$ cat src/rtl/mem_port_arbiter.sv
// mem_port_arbiter: shares the single-port data memory between fetch and load/store.
// D-first arbitration with a starvation guard, per-access timeout and sticky bus_err.
module mem_port_arbiter #(
  parameter int N            = 32,
  parameter int M            = 16,
  parameter int STARVE_LIMIT = 4,
  parameter int TIMEOUT      = 16
) (
  input  logic         clk,
  input  logic         rst_n,
  input  logic         halted,
  input  logic         if_req,
  input  logic [M-1:0] if_addr,
  output logic         if_gnt,
  output logic         if_rvalid,
  output logic [N-1:0] if_rdata,
  input  logic         d_req,
  input  logic         d_we,
  input  logic [M-1:0] d_addr,
  input  logic [N-1:0] d_wdata,
  input  logic [N-1:0] d_mask,
  output logic         d_gnt,
  output logic         d_done,
  output logic [N-1:0] d_rdata,
  output logic         mem_req,
  output logic         mem_we,
  output logic [M-1:0] mem_addr,
  output logic [N-1:0] mem_wdata,
  output logic [N-1:0] mem_mask,
  input  logic         mem_ack,
  input  logic         mem_done,
  input  logic [N-1:0] mem_rdata,
  output logic         bus_err
);
  localparam int SW = $clog2(STARVE_LIMIT + 1);
  localparam int TW = $clog2(TIMEOUT);
  localparam logic [SW-1:0] SMAX  = SW'(STARVE_LIMIT);
  localparam logic [TW-1:0] TLAST = TW'(TIMEOUT - 1);

  typedef enum logic [1:0] {
    S_IDLE = 2'd0,
    S_REQ  = 2'd1,
    S_WAIT = 2'd2
  } state_t;

  state_t r_state, w_state;

  logic [SW-1:0] r_starve, w_starve;
  logic [TW-1:0] r_tcnt, w_tcnt;
  logic          r_own_d, w_own_d;
  logic          r_if_gnt, w_if_gnt;
  logic          r_d_gnt, w_d_gnt;
  logic          r_if_rvalid, w_if_rvalid;
  logic          r_d_done, w_d_done;
  logic [N-1:0]  r_if_rdata, w_if_rdata;
  logic [N-1:0]  r_d_rdata, w_d_rdata;
  logic          r_mem_req, w_mem_req;
  logic          r_mem_we, w_mem_we;
  logic [M-1:0]  r_mem_addr, w_mem_addr;
  logic [N-1:0]  r_mem_wdata, w_mem_wdata;
  logic [N-1:0]  r_mem_mask, w_mem_mask;
  logic          r_bus_err, w_bus_err;

  logic          w_if_win;
  logic          w_d_win;
  logic          w_grant;
  logic          w_finish;
  logic [N-1:0]  w_rd;

  assign w_if_win = if_req && (!d_req || r_starve == SMAX);
  assign w_d_win  = d_req && !w_if_win;
  assign w_grant  = (r_state == S_IDLE) && !halted
                    && (w_if_win || w_d_win);
  assign w_finish = (r_state == S_WAIT)
                    && (mem_done || r_tcnt == TLAST);
  // Fetch mask is all ones, so one expression covers fetch and load.
  assign w_rd = (mem_done && !r_mem_we) ? (mem_rdata & r_mem_mask) : '0;

  always_ff @(posedge clk or negedge rst_n) begin
    if (!rst_n) r_state <= S_IDLE;
    else        r_state <= w_state;
  end

  always_comb begin
    w_state = r_state;
    unique case (r_state)
      S_IDLE:  if (w_grant) w_state = S_REQ;
      S_REQ:   if (r_mem_req && mem_ack) w_state = S_WAIT;
      S_WAIT:  if (w_finish) w_state = S_IDLE;
      default: w_state = S_IDLE;
    endcase
  end

  always_comb begin
    w_starve    = r_starve;
    w_tcnt      = r_tcnt;
    w_own_d     = r_own_d;
    w_if_gnt    = 1'b0;
    w_d_gnt     = 1'b0;
    w_if_rvalid = 1'b0;
    w_d_done    = 1'b0;
    w_if_rdata  = r_if_rdata;
    w_d_rdata   = r_d_rdata;
    w_mem_req   = r_mem_req;
    w_mem_we    = r_mem_we;
    w_mem_addr  = r_mem_addr;
    w_mem_wdata = r_mem_wdata;
    w_mem_mask  = r_mem_mask;
    w_bus_err   = r_bus_err;
    unique case (r_state)
      S_IDLE: begin
        if (w_grant) begin
          w_own_d     = w_d_win;
          w_if_gnt    = w_if_win;
          w_d_gnt     = w_d_win;
          w_mem_we    = w_d_win && d_we;
          w_mem_addr  = w_d_win ? d_addr : if_addr;
          w_mem_wdata = w_d_win ? d_wdata : '0;
          w_mem_mask  = w_d_win ? d_mask : '1;
          if (w_d_win && if_req)
            w_starve = (r_starve == SMAX) ? SMAX : r_starve + 1'b1;
          else
            w_starve = '0;
        end
      end
      S_REQ: begin
        if (!r_mem_req) begin
          w_mem_req = 1'b1;
        end else if (mem_ack) begin
          w_mem_req = 1'b0;
          w_tcnt    = '0;
        end
      end
      S_WAIT: begin
        w_tcnt = r_tcnt + 1'b1;
        if (w_finish) begin
          if (r_own_d) begin
            w_d_done  = 1'b1;
            w_d_rdata = w_rd;
          end else begin
            w_if_rvalid = 1'b1;
            w_if_rdata  = w_rd;
          end
          if (!mem_done) w_bus_err = 1'b1;
        end
      end
      default: ;
    endcase
  end

  always_ff @(posedge clk or negedge rst_n) begin
    if (!rst_n) begin
      r_starve    <= '0;
      r_tcnt      <= '0;
      r_own_d     <= 1'b0;
      r_if_gnt    <= 1'b0;
      r_d_gnt     <= 1'b0;
      r_if_rvalid <= 1'b0;
      r_d_done    <= 1'b0;
      r_if_rdata  <= '0;
      r_d_rdata   <= '0;
      r_mem_req   <= 1'b0;
      r_mem_we    <= 1'b0;
      r_mem_addr  <= '0;
      r_mem_wdata <= '0;
      r_mem_mask  <= '0;
      r_bus_err   <= 1'b0;
    end else begin
      r_starve    <= w_starve;
      r_tcnt      <= w_tcnt;
      r_own_d     <= w_own_d;
      r_if_gnt    <= w_if_gnt;
      r_d_gnt     <= w_d_gnt;
      r_if_rvalid <= w_if_rvalid;
      r_d_done    <= w_d_done;
      r_if_rdata  <= w_if_rdata;
      r_d_rdata   <= w_d_rdata;
      r_mem_req   <= w_mem_req;
      r_mem_we    <= w_mem_we;
      r_mem_addr  <= w_mem_addr;
      r_mem_wdata <= w_mem_wdata;
      r_mem_mask  <= w_mem_mask;
      r_bus_err   <= w_bus_err;
    end
  end

  assign if_gnt    = r_if_gnt;
  assign d_gnt     = r_d_gnt;
  assign if_rvalid = r_if_rvalid;
  assign d_done    = r_d_done;
  assign if_rdata  = r_if_rdata;
  assign d_rdata   = r_d_rdata;
  assign mem_req   = r_mem_req;
  assign mem_we    = r_mem_we;
  assign mem_addr  = r_mem_addr;
  assign mem_wdata = r_mem_wdata;
  assign mem_mask  = r_mem_mask;
  assign bus_err   = r_bus_err;
endmodule

$ cat config.mk
export PLATFORM = sky130hd
export DESIGN_NAME = mem_port_arbiter
export DESIGN_NICKNAME = d
export VERILOG_FILES = /design/src/rtl/mem_port_arbiter.sv
export SDC_FILE = /design/constraint.sdc
export NUM_CORES = 1
export LEC_CHECK = 0
export CORE_ASPECT_RATIO = 1.25
export CORE_MARGIN = 1.5
export CORE_UTILIZATION = 45
export DETAILED_ROUTE_END_ITERATION = 8
export GPL_ROUTABILITY_DRIVEN = 0
export GPL_TIMING_DRIVEN = 0
export PLACE_DENSITY = 0.95
export SLEW_MARGIN = 20
export SYNTH_ARGS = -nofsm -noshare
export SYNTH_HDL_FRONTEND = slang
export SYNTH_SLANG_ARGS = --single-unit
export TNS_END_PERCENT = 1
$ cat constraint.sdc
create_clock -name clk -period 3.7 [get_ports clk]
set_input_delay 0.74 -clock clk [delete_from_list [all_inputs] [get_ports clk]]
set_output_delay 0.74 -clock clk [all_outputs]
set_load 0.05 [all_outputs]
==> summary.txt <==
Clock tree
  – Longest Clk Path Bufs: 2
  – Hold Buf Count CTS: 0
  – Sink Count: roughly 160
  – H-tree levels: 4
  – Root Buffer: clkbuf_16
  – Post-CTS sizing: 0
  – Worst-Skew Late Latency: ~410 ps
  – Postcts setup bufs: 0
  – Num CTS Buffers: 17
  – CTS tree: yes
  – Clock slew at reported path FFs: ~60 ps

Setup path
  – Startpoint Class: input port
  – Worst path max stage delay: 600 ps
  – CP Data Arrival Time: around 2800 ps
  – Crit-path cells: clkdlybuf4s50_1, or2_1, buf_2, and2_1, clkbuf_1, buf_2, buf_2, a31oi_1
  – Reg2reg start: r_starve[0]
  – Crit path required time: 3980 ps
  – Crit-path most repeated cell: buf_2
  – Element type at the critical path end: register
  – R2R Setup Slk: between 1000 and 1500 ps
  – Max FO, Critical Path: 10
  – Worst Path Buf+Inv: 5
  – Kind of critical path: in2reg
  – CP top delay family: buffers and inverters
  – Critical Path Start: if_req
  – CP max-delay cell: clkdlybuf4s50_1

Yosys
  – Synth Area in XOR/XNOR: less than 1%
  – Ranking of synthesized cells by area: dfrtp_1 65%, o2bb2ai_1 9.0%, a22o_1 4.6%
  – Sequential-to-total area share from yosys stat: between 60% and 70%
  – Synth Area in Compound Gates: roughly a quarter
  – Post-synth EDFFs: 0
  – Top-area cell type share of the netlist area: about two thirds
  – Cell with the most instances after synthesis: dfrtp_1
  – Post-Synth Adder-Cell Area: 0.6028%
  – Top_reg_cell synth: dfrtp_1
  – Mux cell area share after synthesis: 0.3215%
  – Synthesized area: 6227 µm²
  – Post-synth top area cell: dfrtp_1
  – Ys Warns: 0
  – Ys async rst share: 100.0%
  – Yosys cell types: 37
  – Main combinational cell family by area after synthesis: compound AO/OA/AOI/OAI gates
  – Post-Synth Simple-Gate Area: 6.269%
  – Synth cell count leaders: 161 x dfrtp_1, 64 x o2bb2ai_1, 51 x nand3_1, 33 x a22o_1, 32 x o22a_1
  – Synth Instances: 489
  – Number of synthesized register bits: between 150 and 200
  – Synthesized net count: between 600 and 700
  – Syn Area/Cell: approximately 13 µm²

Finish
  – Layout cells sized above 1: roughly 6.3%
  – Syn-to-layout area delta: 60.20%
  – N_diodes: 0
  – Final net count: approximately 930

Routing
  – Routed vias/inst: 5.677
  – Pre-Repair DR Iteration Count: 5
  – 1st-iter DRT viols: between 200 and 300
  – # DRC: 0
  – Routed vias: between 5000 and 6000
  – Wire per inst: ~20 µm
  – Number of routed nets with antenna violations: 0
  – Total Wirelength: between 15000 and 20000 µm

Floorplanning
  – Die area: 14560 µm²
  – Starting density of the core: between 40% and 50%
  – IO Pins: approximately 290
  – Die H: around 130 µm
  – Core area: between 10000 and 15000 µm²
  – Row cnt: 47
  – Die X: about 110 µm

STA
  – Least-Margin Pin Slew: about 730 ps
  – Clock Skew: between 8 and 9 ps
  – Min Tclk post-route: ~2500 ps
  – Setup TNS: 0 ps
  – Slew Limit Fails: 0
  – Final hold violations: 0
  – Fmax: approximately 390 MHz
  – Final period utilization: about 69%
  – Hold_ws: between 300 and 400 ps
  – # setup viols final: 0
  – Max_slew headroom: between 50% and 60%
  – Unrepaired setup endpoints after global routing: false

Power and ir drop
  – PD cells: about 1100 nW/µm²
  – Leakage: ~4.1 nW
  – Max VDD drop: 627.7 µV

GRT
  – Vias in the first global route: roughly 5700
  – Initial antenna violation count: 0
  – First-pass GRT wire length: 30270 µm
  – Grt ovf: 0
  – GRT Util Overall: a little over a quarter
  – Pin count of the biggest net entering global routing: 99

Flow run
  – Max-cap violation count: 0

Run status
  – Status: finished clean

Hold path
  – Class of the worst hold path: in2async

Placed design
  – Count of input and output buffers: around 290
  – DP HPWL: 14300 µm
-- worst register-to-register path: cells and delay by family (launching register included) --
| kind | cells | cell delay [ps] |
|---|---|---|
| flip-flops | 1 | 380 |
| AND/OR/NAND/NOR | 2 | 740 |
| adder cells (fa/ha/maj) | 1 | 220 |
| AO/OA/AOI/OAI | 1 | 250 |
| buffers and inverters | 2 | 590 |
-- per-layer routing --
layer  vias to the layer above  global-route usage (%)  wire length [µm]  part of all wire [%]
met5                         -                       0                 0                     0
met4                         0                   9.868               486                   2.5
met3                        40                   6.419              1378                   7.0
met2                       270                   47.93             10360                    53
met1                      2757                   32.02              7427                    38
li1                       2491                       -                 -                     -
-- layout by cell type (no fill, tap or decap), drive strengths merged, types with 2 or more instances in the layout --
master           n
a21oi           22
a22o            33
a31oi           18
and3             2
buf             17
bufinv           4
clkbuf          50
clkdlybuf4s50  285
clkinv           4
clkinvlp         2
dfrtp          161
ha               3
inv              9
mux2i            2
nand2            7
nand3           51
nor2             3
nor2b            2
o21ai           18
o22a            32
o2bb2ai         64
or2              3
-- where the power goes --
part           internal (mW)  leakage [nW]  switching, mW
Clock                   1.17         0.304          0.711
Sequential              2.55          2.00          0.544
Combinational           2.05          1.79           3.81
-- layout make-up --
cell class | count | area [µm²]
inverter | 8 | 30.03
timing repair buffer | 287 | 2895
tap | 171 | 214.0
clock inverter | 11 | 178.9
clock buffer | 21 | 460.4
multi-input combinational | 276 | 1966
sequential | 161 | 4029
buffer | 44 | 202.7
fill | 858 | 3373
-- logic make-up after synthesis --
kind of cell             count (synthesis)
XOR/XNOR                                 1
adder cells (fa/ha/maj)                  3
multiplexers                             2
flip-flops                             161
AND/OR/NAND/NOR                         75
AO/OA/AOI/OAI                          195
buffers and inverters                   52
-- worst paths after layout --
kind                       cells past startpoint             to
max                                            8    mem_addr[7]
min                                            1    d_rdata[23]
max reg2reg                                    6   mem_mask[14]
min reg2reg                                    2        bus_err
max in group asynchronous                      2  mem_wdata[23]
min in group clk                               2        bus_err
-- state kept, by name, summed over array words and instances (netlist names), 2 cells and up --
register   cells
d_rdata       32
if_rdata      32
mem_mask      32
mem_wdata     32
mem_addr      16
r_tcnt         4
r_starve       3
r_state        2
-- per-stage QoR --
step	utilization [%]	power (mW)	area (µm²)	setup slack, ps	instances
global placement	69.70	8.812	9304	-4379	946
CTS	74.73	10.88	9976	1165	979
finish	74.73	10.83	9976	1157	979
detailed placement	69.94	8.964	9336	762.7	947
floorplan	-	6.765	6227	1821	489
global route	74.73	11.25	9976	1002	979
Note: power is estimated with default switching activity, not from simulation.
